**src/rtl/simple_dma_pkg.sv**
```systemverilog
// Shared types for the simple_dma read engine:
// descriptor layout, FSM states, burst helper.
package simple_dma_pkg;

    localparam int DMA_ADDR_W = 28;
    localparam int BURST_W    = 8;

    typedef struct packed {
        logic [DMA_ADDR_W-1:0] adr;
        logic [DMA_ADDR_W-1:0] size;
    } desc_t;

    typedef enum logic [1:0] {
        ST_IDLE,
        ST_LOAD,
        ST_ISSUE,
        ST_DRAIN
    } dma_state_e;

    function automatic logic [BURST_W-1:0] min_burst(
        input logic [DMA_ADDR_W-1:0] rem,
        input logic [BURST_W-1:0]    max_b
    );
        return (rem < DMA_ADDR_W'(max_b)) ? rem[BURST_W-1:0] : max_b;
    endfunction

endpackage

```
**src/rtl/dma_cmd_fifo.sv**
```systemverilog
// Descriptor FIFO: DEPTH entries of desc_t, extra-bit pointers
// for full/empty; head is visible combinationally.
module dma_cmd_fifo
    import simple_dma_pkg::*;
#(
    parameter int DEPTH = 4
) (
    input  logic  i_clk,
    input  logic  i_rst_n,
    input  logic  i_push,
    input  desc_t i_din,
    input  logic  i_pop,
    output desc_t o_dout,
    output logic  o_full,
    output logic  o_empty
);

    localparam int PW = $clog2(DEPTH);

    desc_t          r_mem [DEPTH];
    logic  [PW:0]   r_wr_ptr;
    logic  [PW:0]   r_rd_ptr;
    logic           w_push;
    logic           w_pop;

    assign o_empty = (r_wr_ptr == r_rd_ptr);
    assign o_full  = (r_wr_ptr[PW] != r_rd_ptr[PW]) &&
                     (r_wr_ptr[PW-1:0] == r_rd_ptr[PW-1:0]);
    assign w_push  = i_push & ~o_full;
    assign w_pop   = i_pop & ~o_empty;
    assign o_dout  = r_mem[r_rd_ptr[PW-1:0]];

    always_ff @(posedge i_clk) begin
        if (w_push) begin
            r_mem[r_wr_ptr[PW-1:0]] <= i_din;
        end
    end

    always_ff @(posedge i_clk or negedge i_rst_n) begin
        if (!i_rst_n) begin
            r_wr_ptr <= '0;
            r_rd_ptr <= '0;
        end else begin
            if (w_push) r_wr_ptr <= r_wr_ptr + 1'b1;
            if (w_pop)  r_rd_ptr <= r_rd_ptr + 1'b1;
        end
    end

endmodule

```
**src/rtl/simple_dma_rd.sv**
```systemverilog
// Descriptor-driven Avalon-MM burst reader feeding a stream FIFO,
// with credit-based flow control against the FIFO free count.
module simple_dma_rd
    import simple_dma_pkg::*;
#(
    parameter int ADDR_W    = DMA_ADDR_W,
    parameter int DATA_W    = 128,
    parameter int BURST_MAX = 16,
    parameter int CMD_DEPTH = 4,
    parameter int FREE_W    = 13
) (
    input  logic              CLK,
    input  logic              RST_N,
    input  logic [ADDR_W-1:0] START_ADR,
    input  logic [ADDR_W-1:0] BUF_SIZE,
    input  logic              START,
    output logic              CMD_FULL,
    output logic [15:0]       DONE_CNT,
    output logic              BUSY,
    output logic [ADDR_W-1:0] SDRAM_ADDRESS,
    output logic [7:0]        SDRAM_BURSTCOUNT,
    output logic              SDRAM_READ,
    input  logic              SDRAM_WAITREQUEST,
    input  logic [DATA_W-1:0] SDRAM_READDATA,
    input  logic              SDRAM_READDATAVALID,
    output logic [DATA_W-1:0] OUT_DATA,
    output logic              OUT_WR_EN,
    input  logic [FREE_W-1:0] OUT_FREE_CNT
);

    dma_state_e          r_state;
    dma_state_e          w_state_nxt;
    logic [ADDR_W-1:0]   r_cur_adr;
    logic [ADDR_W-1:0]   r_rem;
    logic [ADDR_W:0]     r_outst;
    logic [15:0]         r_done_cnt;
    logic                r_read;
    logic [ADDR_W-1:0]   r_addr;
    logic [BURST_W-1:0]  r_bc;
    logic                r_out_wr_en;
    logic [DATA_W-1:0]   r_out_data;

    desc_t               w_din;
    desc_t               w_head;
    logic                w_empty;
    logic                w_full;
    logic                w_pop;
    logic                w_done_inc;
    logic                w_accept;
    logic                w_ret;
    logic [ADDR_W-1:0]   w_acc_len;
    logic [ADDR_W-1:0]   w_adr_nxt;
    logic [ADDR_W-1:0]   w_rem_nxt;
    logic [ADDR_W:0]     w_outst_nxt;
    logic [BURST_W-1:0]  w_blen;
    logic [ADDR_W+1:0]   w_need;
    logic                w_issue;
    logic                w_req_slot;

    assign w_din.adr  = DMA_ADDR_W'(START_ADR);
    assign w_din.size = DMA_ADDR_W'(BUF_SIZE);

    dma_cmd_fifo #(
        .DEPTH   (CMD_DEPTH)
    ) u_cmd_fifo (
        .i_clk   (CLK),
        .i_rst_n (RST_N),
        .i_push  (START),
        .i_din   (w_din),
        .i_pop   (w_pop),
        .o_dout  (w_head),
        .o_full  (w_full),
        .o_empty (w_empty)
    );

    assign w_accept    = r_read & ~SDRAM_WAITREQUEST;
    assign w_ret       = SDRAM_READDATAVALID & (r_outst != '0);
    assign w_acc_len   = w_accept ? ADDR_W'(r_bc) : '0;
    assign w_adr_nxt   = r_cur_adr + w_acc_len;
    assign w_rem_nxt   = r_rem - w_acc_len;
    assign w_outst_nxt = r_outst + (ADDR_W+1)'(w_acc_len)
                       - (ADDR_W+1)'(w_ret);
    assign w_blen      = min_burst(DMA_ADDR_W'(w_rem_nxt),
                                   BURST_W'(BURST_MAX));

    // A beat leaving via OUT this cycle is not yet reflected in the
    // free count, so it still holds a credit.
    assign w_need      = (ADDR_W+2)'(r_outst)
                       + (ADDR_W+2)'(w_acc_len)
                       + (ADDR_W+2)'(r_out_wr_en)
                       + (ADDR_W+2)'(w_blen);
    assign w_issue     = (w_rem_nxt != '0) &&
                         ((ADDR_W+2)'(OUT_FREE_CNT) >= w_need);
    assign w_req_slot  = (r_state == ST_ISSUE) && (!r_read || w_accept);

    always_comb begin
        w_state_nxt = r_state;
        w_pop       = 1'b0;
        w_done_inc  = 1'b0;
        unique case (r_state)
            ST_IDLE: begin
                if (!w_empty) w_state_nxt = ST_LOAD;
            end
            ST_LOAD: begin
                w_pop = 1'b1;
                if (w_head.size == '0) begin
                    w_done_inc  = 1'b1;
                    w_state_nxt = ST_IDLE;
                end else begin
                    w_state_nxt = ST_ISSUE;
                end
            end
            ST_ISSUE: begin
                if (w_rem_nxt == '0) w_state_nxt = ST_DRAIN;
            end
            ST_DRAIN: begin
                if (r_outst == '0) begin
                    w_done_inc  = 1'b1;
                    w_state_nxt = ST_IDLE;
                end
            end
            default: w_state_nxt = ST_IDLE;
        endcase
    end

    always_ff @(posedge CLK or negedge RST_N) begin
        if (!RST_N) begin
            r_state    <= ST_IDLE;
            r_cur_adr  <= '0;
            r_rem      <= '0;
            r_outst    <= '0;
            r_done_cnt <= '0;
        end else begin
            r_state <= w_state_nxt;
            r_outst <= w_outst_nxt;
            if (w_done_inc) r_done_cnt <= r_done_cnt + 16'd1;
            if (r_state == ST_LOAD) begin
                r_cur_adr <= ADDR_W'(w_head.adr);
                r_rem     <= ADDR_W'(w_head.size);
            end else if (r_state == ST_ISSUE) begin
                r_cur_adr <= w_adr_nxt;
                r_rem     <= w_rem_nxt;
            end
        end
    end

    // Request registers only move when no request is pending,
    // which keeps them stable under waitrequest.
    always_ff @(posedge CLK or negedge RST_N) begin
        if (!RST_N) begin
            r_read <= 1'b0;
            r_addr <= '0;
            r_bc   <= '0;
        end else if (w_req_slot) begin
            r_read <= w_issue;
            r_addr <= w_issue ? w_adr_nxt : '0;
            r_bc   <= w_issue ? w_blen : '0;
        end
    end

    always_ff @(posedge CLK or negedge RST_N) begin
        if (!RST_N) begin
            r_out_wr_en <= 1'b0;
            r_out_data  <= '0;
        end else begin
            r_out_wr_en <= w_ret;
            if (w_ret) r_out_data <= SDRAM_READDATA;
        end
    end

    assign CMD_FULL         = w_full;
    assign DONE_CNT         = r_done_cnt;
    assign BUSY             = (r_state != ST_IDLE) | ~w_empty;
    assign SDRAM_READ       = r_read;
    assign SDRAM_ADDRESS    = r_addr;
    assign SDRAM_BURSTCOUNT = r_bc;
    assign OUT_WR_EN        = r_out_wr_en;
    assign OUT_DATA         = r_out_data;

endmodule
```
**config.mk**
```make
export PLATFORM = sky130hd
export DESIGN_NAME = simple_dma_rd
export DESIGN_NICKNAME = d
export VERILOG_FILES = /design/src/rtl/simple_dma_pkg.sv /design/src/rtl/dma_cmd_fifo.sv /design/src/rtl/simple_dma_rd.sv
export SDC_FILE = /design/constraint.sdc
export NUM_CORES = 1
export LEC_CHECK = 0
export ABC_AREA = 0
export CAP_MARGIN = 5
export CORE_MARGIN = 4
export CORE_UTILIZATION = 45
export DETAILED_ROUTE_END_ITERATION = 7
export GPL_TIMING_DRIVEN = 0
export PLACE_DENSITY_LB_ADDON = 0.1
export SLEW_MARGIN = 5
export SYNTH_ARGS = -nofsm -noshare
export SYNTH_HDL_FRONTEND = slang
export SYNTH_SLANG_ARGS = --single-unit
```
**constraint.sdc**
```tcl
create_clock -name CLK -period 10.08 [get_ports CLK]
set_input_delay 3.024 -clock CLK [delete_from_list [all_inputs] [get_ports CLK]]
set_output_delay 3.024 -clock CLK [all_outputs]
set_load 0.1 [all_outputs]
```
Word-level counts from Yosys, hierarchy flattened
Memory sizes are Yosys's and may differ from the RTL's.
Index checks and enable logic that the tools add are counted.
Word-level totals
  register bits: 275
  memory bits (writable): 224
  output and inout port bits: 184
  word-level logic and storage cells: 75
  memories: 1
Memory list
  u_cmd_fifo.r_mem: depth 4, bits a word 56, read ports 1, clocked after memory_dff 0, write ports 1, line dma_cmd_fifo.sv:20  | desc_t r_mem [DEPTH];
Cells by class
  add/sub/neg operators: 10
  magnitude comparators: 2
  equal/unequal tests: 9
  multiplexer cells: 19
  bitwise operators: 8
  reduce and logical (&&, ||, !) cells: 14
Operators with widths (number)
  28-bit 2-to-1 mux: 5
  28-bit zero test: 2
  29-bit by 8-bit adder with 30-bit output: 1
  30-bit by 1-bit adder with 30-bit output: 1
  30-bit by 8-bit adder with 30-bit output: 1
  13-bit by 30-bit >= comparator with 1-bit output: 1
  29-bit by 8-bit adder with 29-bit output: 1
  29-bit zero test: 1
  29-bit nonzero test: 1
  29-bit by 1-bit subtractor with 29-bit output: 1
  28-bit by 8-bit adder with 28-bit output: 1
  28-bit by 5-bit < comparator with 1-bit output, second input constant: 1
  28-bit nonzero test: 1
  28-bit by 8-bit subtractor with 28-bit output: 1
  8-bit 2-to-1 mux: 3
  16-bit by 1-bit adder with 16-bit output, second input constant: 1
  2-bit 2-to-1 mux: 4
  2-bit case mux with 4 select lines: 1
  3-bit by 1-bit adder with 3-bit output, second input constant: 2
  1-bit 2-to-1 mux: 5
  1-bit bitwise AND: 4
  2-bit equality test, second input constant: 2
  2-bit != test, second input constant: 2
  2-bit nonzero test: 2
  other kinds (13): 17

Longest topological paths before layout
  depth after elaboration: 10
  gate-level depth with buffers: 31
  mapped depth without buffers: 29

Hierarchy
A second synthesis with hierarchy kept.
Unflattened totals
  cell total of the unflattened synthesis: 2106
  area total of the unflattened synthesis: 24059.3 um^2
By module, submodules not included
  simple_dma_rd: times used 1, cells each 1764, area each 15513.6 um^2, sequential area each 6731.5 um^2
  dma_cmd_fifo: times used 1, cells each 342, area each 8545.7 um^2, sequential area each 6876.6 um^2

Least setup slack after synthesis
No wires, ideal clock.
  path kind: input -> register
  from: in SDRAM_WAITREQUEST
  to: reg r_addr[10] (netlist: SDRAM_ADDRESS[10])
  arrival: 9344 ps
  setup slack: 601 ps
  cell stages on the path: 28
  buffers on the path: 2
  path through: nor2b_1 -> clkbuf_1 -> and2_1 -> ha_1 -> inv_1 -> fa_1 -> a211o_1 -> a2111oi_4 -> o211ai_1 -> xor2_1 -> nand4_1 -> nor4_4 -> and2_1 -> fa_1 -> fa_1 -> a21oi_1 -> nor2_1 -> o31ai_1 -> a21oi_1 -> xnor2_1 -> ha_1 -> a2111oi_0 -> nand2_1 -> a21oi_1 -> nor4_1 -> nand4_1 -> clkbuf_1 -> o21ai_0
Between the ends
  longest elaborated chain between the ends: 10
  elaborated cells between the ends (all ways): 16
  classes of those cells: add/sub: 5; order compare: 2; mux: 3; bitwise: 2; reduce/logical: 4
RTL lines
  from (decl): line simple_dma_rd.sv:23  | input logic SDRAM_WAITREQUEST,
  1-bit NOT *: line simple_dma_rd.sv:76  | assign w_accept = r_read & ~SDRAM_WAITREQUEST;
  1-bit bitwise AND *: line simple_dma_rd.sv:76
  8-bit 2-to-1 mux: line simple_dma_rd.sv:78  | assign w_acc_len = w_accept ? ADDR_W'(r_bc) : '0;
  28-bit by 8-bit subtractor with 28-bit output: line simple_dma_rd.sv:80  | assign w_rem_nxt = r_rem - w_acc_len;
  28-bit by 5-bit < comparator with 1-bit output: line simple_dma_pkg.sv:24  | return (rem < DMA_ADDR_W'(max_b)) ? rem[BURST_W-1:0] : max_b;
  8-bit 2-to-1 mux: line simple_dma_pkg.sv:24
  30-bit by 8-bit adder with 30-bit output: line simple_dma_rd.sv:91  | + (ADDR_W+2)'(w_blen);
  13-bit by 30-bit >= comparator with 1-bit output: line simple_dma_rd.sv:93  | ((ADDR_W+2)'(OUT_FREE_CNT) >= w_need);
  1-bit logical AND: line simple_dma_rd.sv:92  | assign w_issue = (w_rem_nxt != '0) &&
  28-bit 2-to-1 mux: line simple_dma_rd.sv:156  | r_addr <= w_issue ? w_adr_nxt : '0;
  to (signal assigned): line simple_dma_rd.sv:156
  to (decl): line simple_dma_rd.sv:38  | logic [ADDR_W-1:0] r_addr;
Every way passes the cells marked *; elsewhere a longest branch is shown, timed or not.
A chain may end at the register's enable or synchronous reset.

Worst setup path after layout
  from: in SDRAM_WAITREQUEST
  to: reg r_addr[8] (netlist: SDRAM_ADDRESS[8])
The elaborated chain is that of the path after synthesis.

==> key figures <==
Layout
  • # diodes: 0
  • Net count, final: a little under 3,000
  • Area Overhead vs Synth: 28.2%
  • Most frequent cells in the layout: 501 x nand2_1, 384 x clkdlybuf4s50_1, 275 x dfrtp_1
  • Layout cells sized above 1: 0.0803
  • Post-Layout Cell Count: roughly 3,400
  • Commonest non-fill, non-tap cell in the layout: nand2_1
  • Fill cell count: 4,479

Synth
  • Main synth FF type: dfrtp_1
  • Number of synthesized flops with an enable pin: 224
  • Syn Area/Cell: around 11 µm²
  • Post-synthesis cell area: approximately 24,000 µm²
  • FF+latch count, synth: ~500
  • Ys Warns: 0
  • Syn Inst Count: 2,196
  • Ys async rst share: 0.551
  • Distinct cell type count after synthesis: 84
  • Post-synthesis sequential area ratio: 0.556

Clock network
  • H-tree Lvls: 2
  • Clock slew at reported path FFs: approximately 60 ps
  • Clk root buf: clkbuf_16
  • Clk buf depth: 3
  • CTS Buf Count: 55
  • Clk_lat worst skew: 630 ps
  • Sink Count: around 500
  • TritonCTS clock tree: yes
  • Post-CTS Hold Buffers: 0

Placement
  • Routability cong.: about 0.92
  • Post-DP HPWL: approximately 51,000 µm
  • PortBufs: a little under 400
  • Placed instance count: 3,284

Timing
  • Crit path time final: 9780 ps
  • Final worst-path cycle share: 0.970
  • Final hold vios: 0
  • Slew HR: 0.248
  • Worst Tran Pin Value: 1120 ps
  • Clk_skew: roughly 31 ps
  • Final slew viol count: 0
  • Final setup fails: 0
  • TNS Setup: 0 ps
  • Fin Hold WS: between 400 and 500 ps
  • Fmax: 102 MHz

Detailed routing
  • First DRT Iteration DRCs: 1,075
  • WL/cell: between 20 and 25 µm
  • Drc violations: 0
  • Drt pass-1 iters: 6
  • Antenna Violating Nets Remaining: 0
  • Via density: about 5.4
  • Total Wirelength: just under 70,000 µm
  • Via count: between 15,000 and 20,000

Worst setup path
  • FF-to-FF Start: SDRAM_READ$_DFFE_PN0P_
  • Crit path DAT: 10,300 ps
  • Worst path required time: between 10,000 and 15,000 ps
  • Slowest-stage cell, CP: clkdlybuf4s50_1
  • Largest stage delay, worst path: 460 ps
  • Worst setup path class: in2reg
  • CP max FO: 10
  • R2R setup slack: around 2800 ps
  • Worst R2R Path Depth: 31
  • CP Capture Type: flop
  • Crit start category: input pin
  • Reg2reg end: SDRAM_ADDRESS[8]$_DFFE_PN0P_

Global routing
  • Pin count of the biggest net entering global routing: 110
  • Antenna violations before repair: 0
  • Aggregate global-route resource usage: 0.228
  • First-pass GRT wire length: a little over 100,000 µm
  • Grt total ovfl: 0
  • Vias in the first global route: roughly 18,000

Job
  • Maxcap violations: 0

Status
  • Outcome: finished, final reports clean

Die
  • Core area: 53,800 µm²
  • Die area: 58,200 µm²
  • Site Rows: 85
  • Ports: slightly below 400
  • Die Span Y: between 200 and 250 µm
  • Die X-Extent: roughly 240 µm
  • Starting Density: 0.455

Worst hold path
  • Worst hold start: OUT_DATA[100]$_DFFE_PN0P_
  • Hold crit path type: reg2reg
  • Hold-critical path endpoint: OUT_DATA[100]$_DFFE_PN0P_
  • WHS Path Cells: 2

Pwr
  • Leak pwr: between 10 and 15 nW
  • IR drop worst, VDD: ~0.00014 V
  • Pwr Density: between 200 and 250 nW/µm²
## worst max-delay path: cells and delay by family
kind                       cells  cell delay (ps)
and+or+nand+nor                9             1680
buffers and inverters          6             1290
xor gates and xnor gates       2              370
adders and majority gates      6             1940
AOI/OAI and AO/OA              9             2000
## metrics by stage
stage           util  worst slack (ps)  total power (W)  instance area (µm²)
2_1_floorplan      -               601          0.00431                24500
3_3_place_gp   0.543             -6340          0.00492                29200
3_5_place_dp   0.546             -2020          0.00501                29400
6_report       0.583               304          0.00703                31400
5_1_grt        0.583             -29.2          0.00741                31400
4_1_cts        0.582              16.2          0.00706                31300
## area by class of cell
| cell class | count | area [µm²] | area share |
|---|---|---|---|
| buffer | 99 | 414 | 0.0132 |
| clock buffer | 75 | 1530 | 0.0488 |
| clock inverter | 29 | 283 | 0.00901 |
| inverter | 92 | 345 | 0.0110 |
| multi-input combinational | 1507 | 10200 | 0.326 |
| sequential | 499 | 13600 | 0.433 |
| tap | 696 | 871 | 0.0277 |
| timing repair buffer | 401 | 4100 | 0.131 |
## flip-flops by register name, indices dropped and copies added, names as in the netlist, 8 cells and up, named ones only
register and cells:
DONE_CNT 16, r_cur_adr 28, r_rem 28, r_outst 29, SDRAM_BURSTCOUNT 8, SDRAM_ADDRESS 28, u_cmd_fifo.r_mem 224, OUT_DATA 128
## Yosys cell counts (15+ instances only)
library cell    n  area [µm²]
xnor2_1        52         455
and2_1         16         100
clkbuf_1       82         308
nor2_1         93         349
or4_1          29         218
o21ai_0        72         360
mux2i_1        16         160
ha_1          113        1410
a211oi_1       15         113
o21ai_1        21         105
and3_1         20         125
a21oi_1       100         500
nand3_1        43         215
nor3_1         27         135
o22ai_1        33         206
nand2_1       501        1880
mux4_2         56        1260
nor4_1         18         113
edfxtp_1      224        6730
nand4_1        20         125
dfrtp_1       275        6880
xor2_1         41         359
inv_1          92         345
a21o_1         20         150
## metal layers
| metal | global-route usage | part of all wire | vias to the layer above |
|---|---|---|---|
| met3 | 0.0347 | 0.050 | 108 |
| met4 | 0.0614 | 0.024 | 0 |
| met2 | 0.383 | 0.49 | 483 |
| met5 | 0 | 0 | - |
| li1 | - | - | 8773 |
| met1 | 0.312 | 0.43 | 9024 |
## where the power goes
| part | internal [W] | switching (W) | total [W] |
|---|---|---|---|
| Combinational | 0.000898 | 0.00151 | 0.00241 |
| Sequential | 0.00246 | 0.000160 | 0.00262 |
| Clock | 0.00117 | 0.000834 | 0.00200 |
| Total | 0.00452 | 0.00250 | 0.00703 |
## worst max path at each step
stage / start / end / slack, ps
floorplan: SDRAM_WAITREQUEST / SDRAM_ADDRESS[10]$_DFFE_PN0P_ / 600
global placement: RST_N / OUT_DATA[82]$_DFFE_PN0P_ / -6340
detailed placement: SDRAM_WAITREQUEST / SDRAM_ADDRESS[0]$_DFFE_PN0P_ / -2020
CTS: SDRAM_WAITREQUEST / SDRAM_READ$_DFFE_PN0P_ / 20
global route: SDRAM_WAITREQUEST / SDRAM_ADDRESS[9]$_DFFE_PN0P_ / -30
finish: SDRAM_WAITREQUEST / SDRAM_ADDRESS[8]$_DFFE_PN0P_ / 300
## repair_timing
item / CTS / global route
pin swaps: 7 / 7
buffers inserted: 9 / 1
gates cloned: 0 / 0
setup endpoints to repair: 34 / 34
gates resized for setup: 14 / 20
## cells by family after synthesis
logic type | share of synthesized area
compound gates | 0.0918
xor+xnor | 0.0333
fa+ha+maj | 0.0675
buf+inv | 0.0304
flops | 0.556
mux | 0.0590
other cells | 0.000307
simple gates | 0.162
No activity file was read; power rests on OpenSTA's default activity.
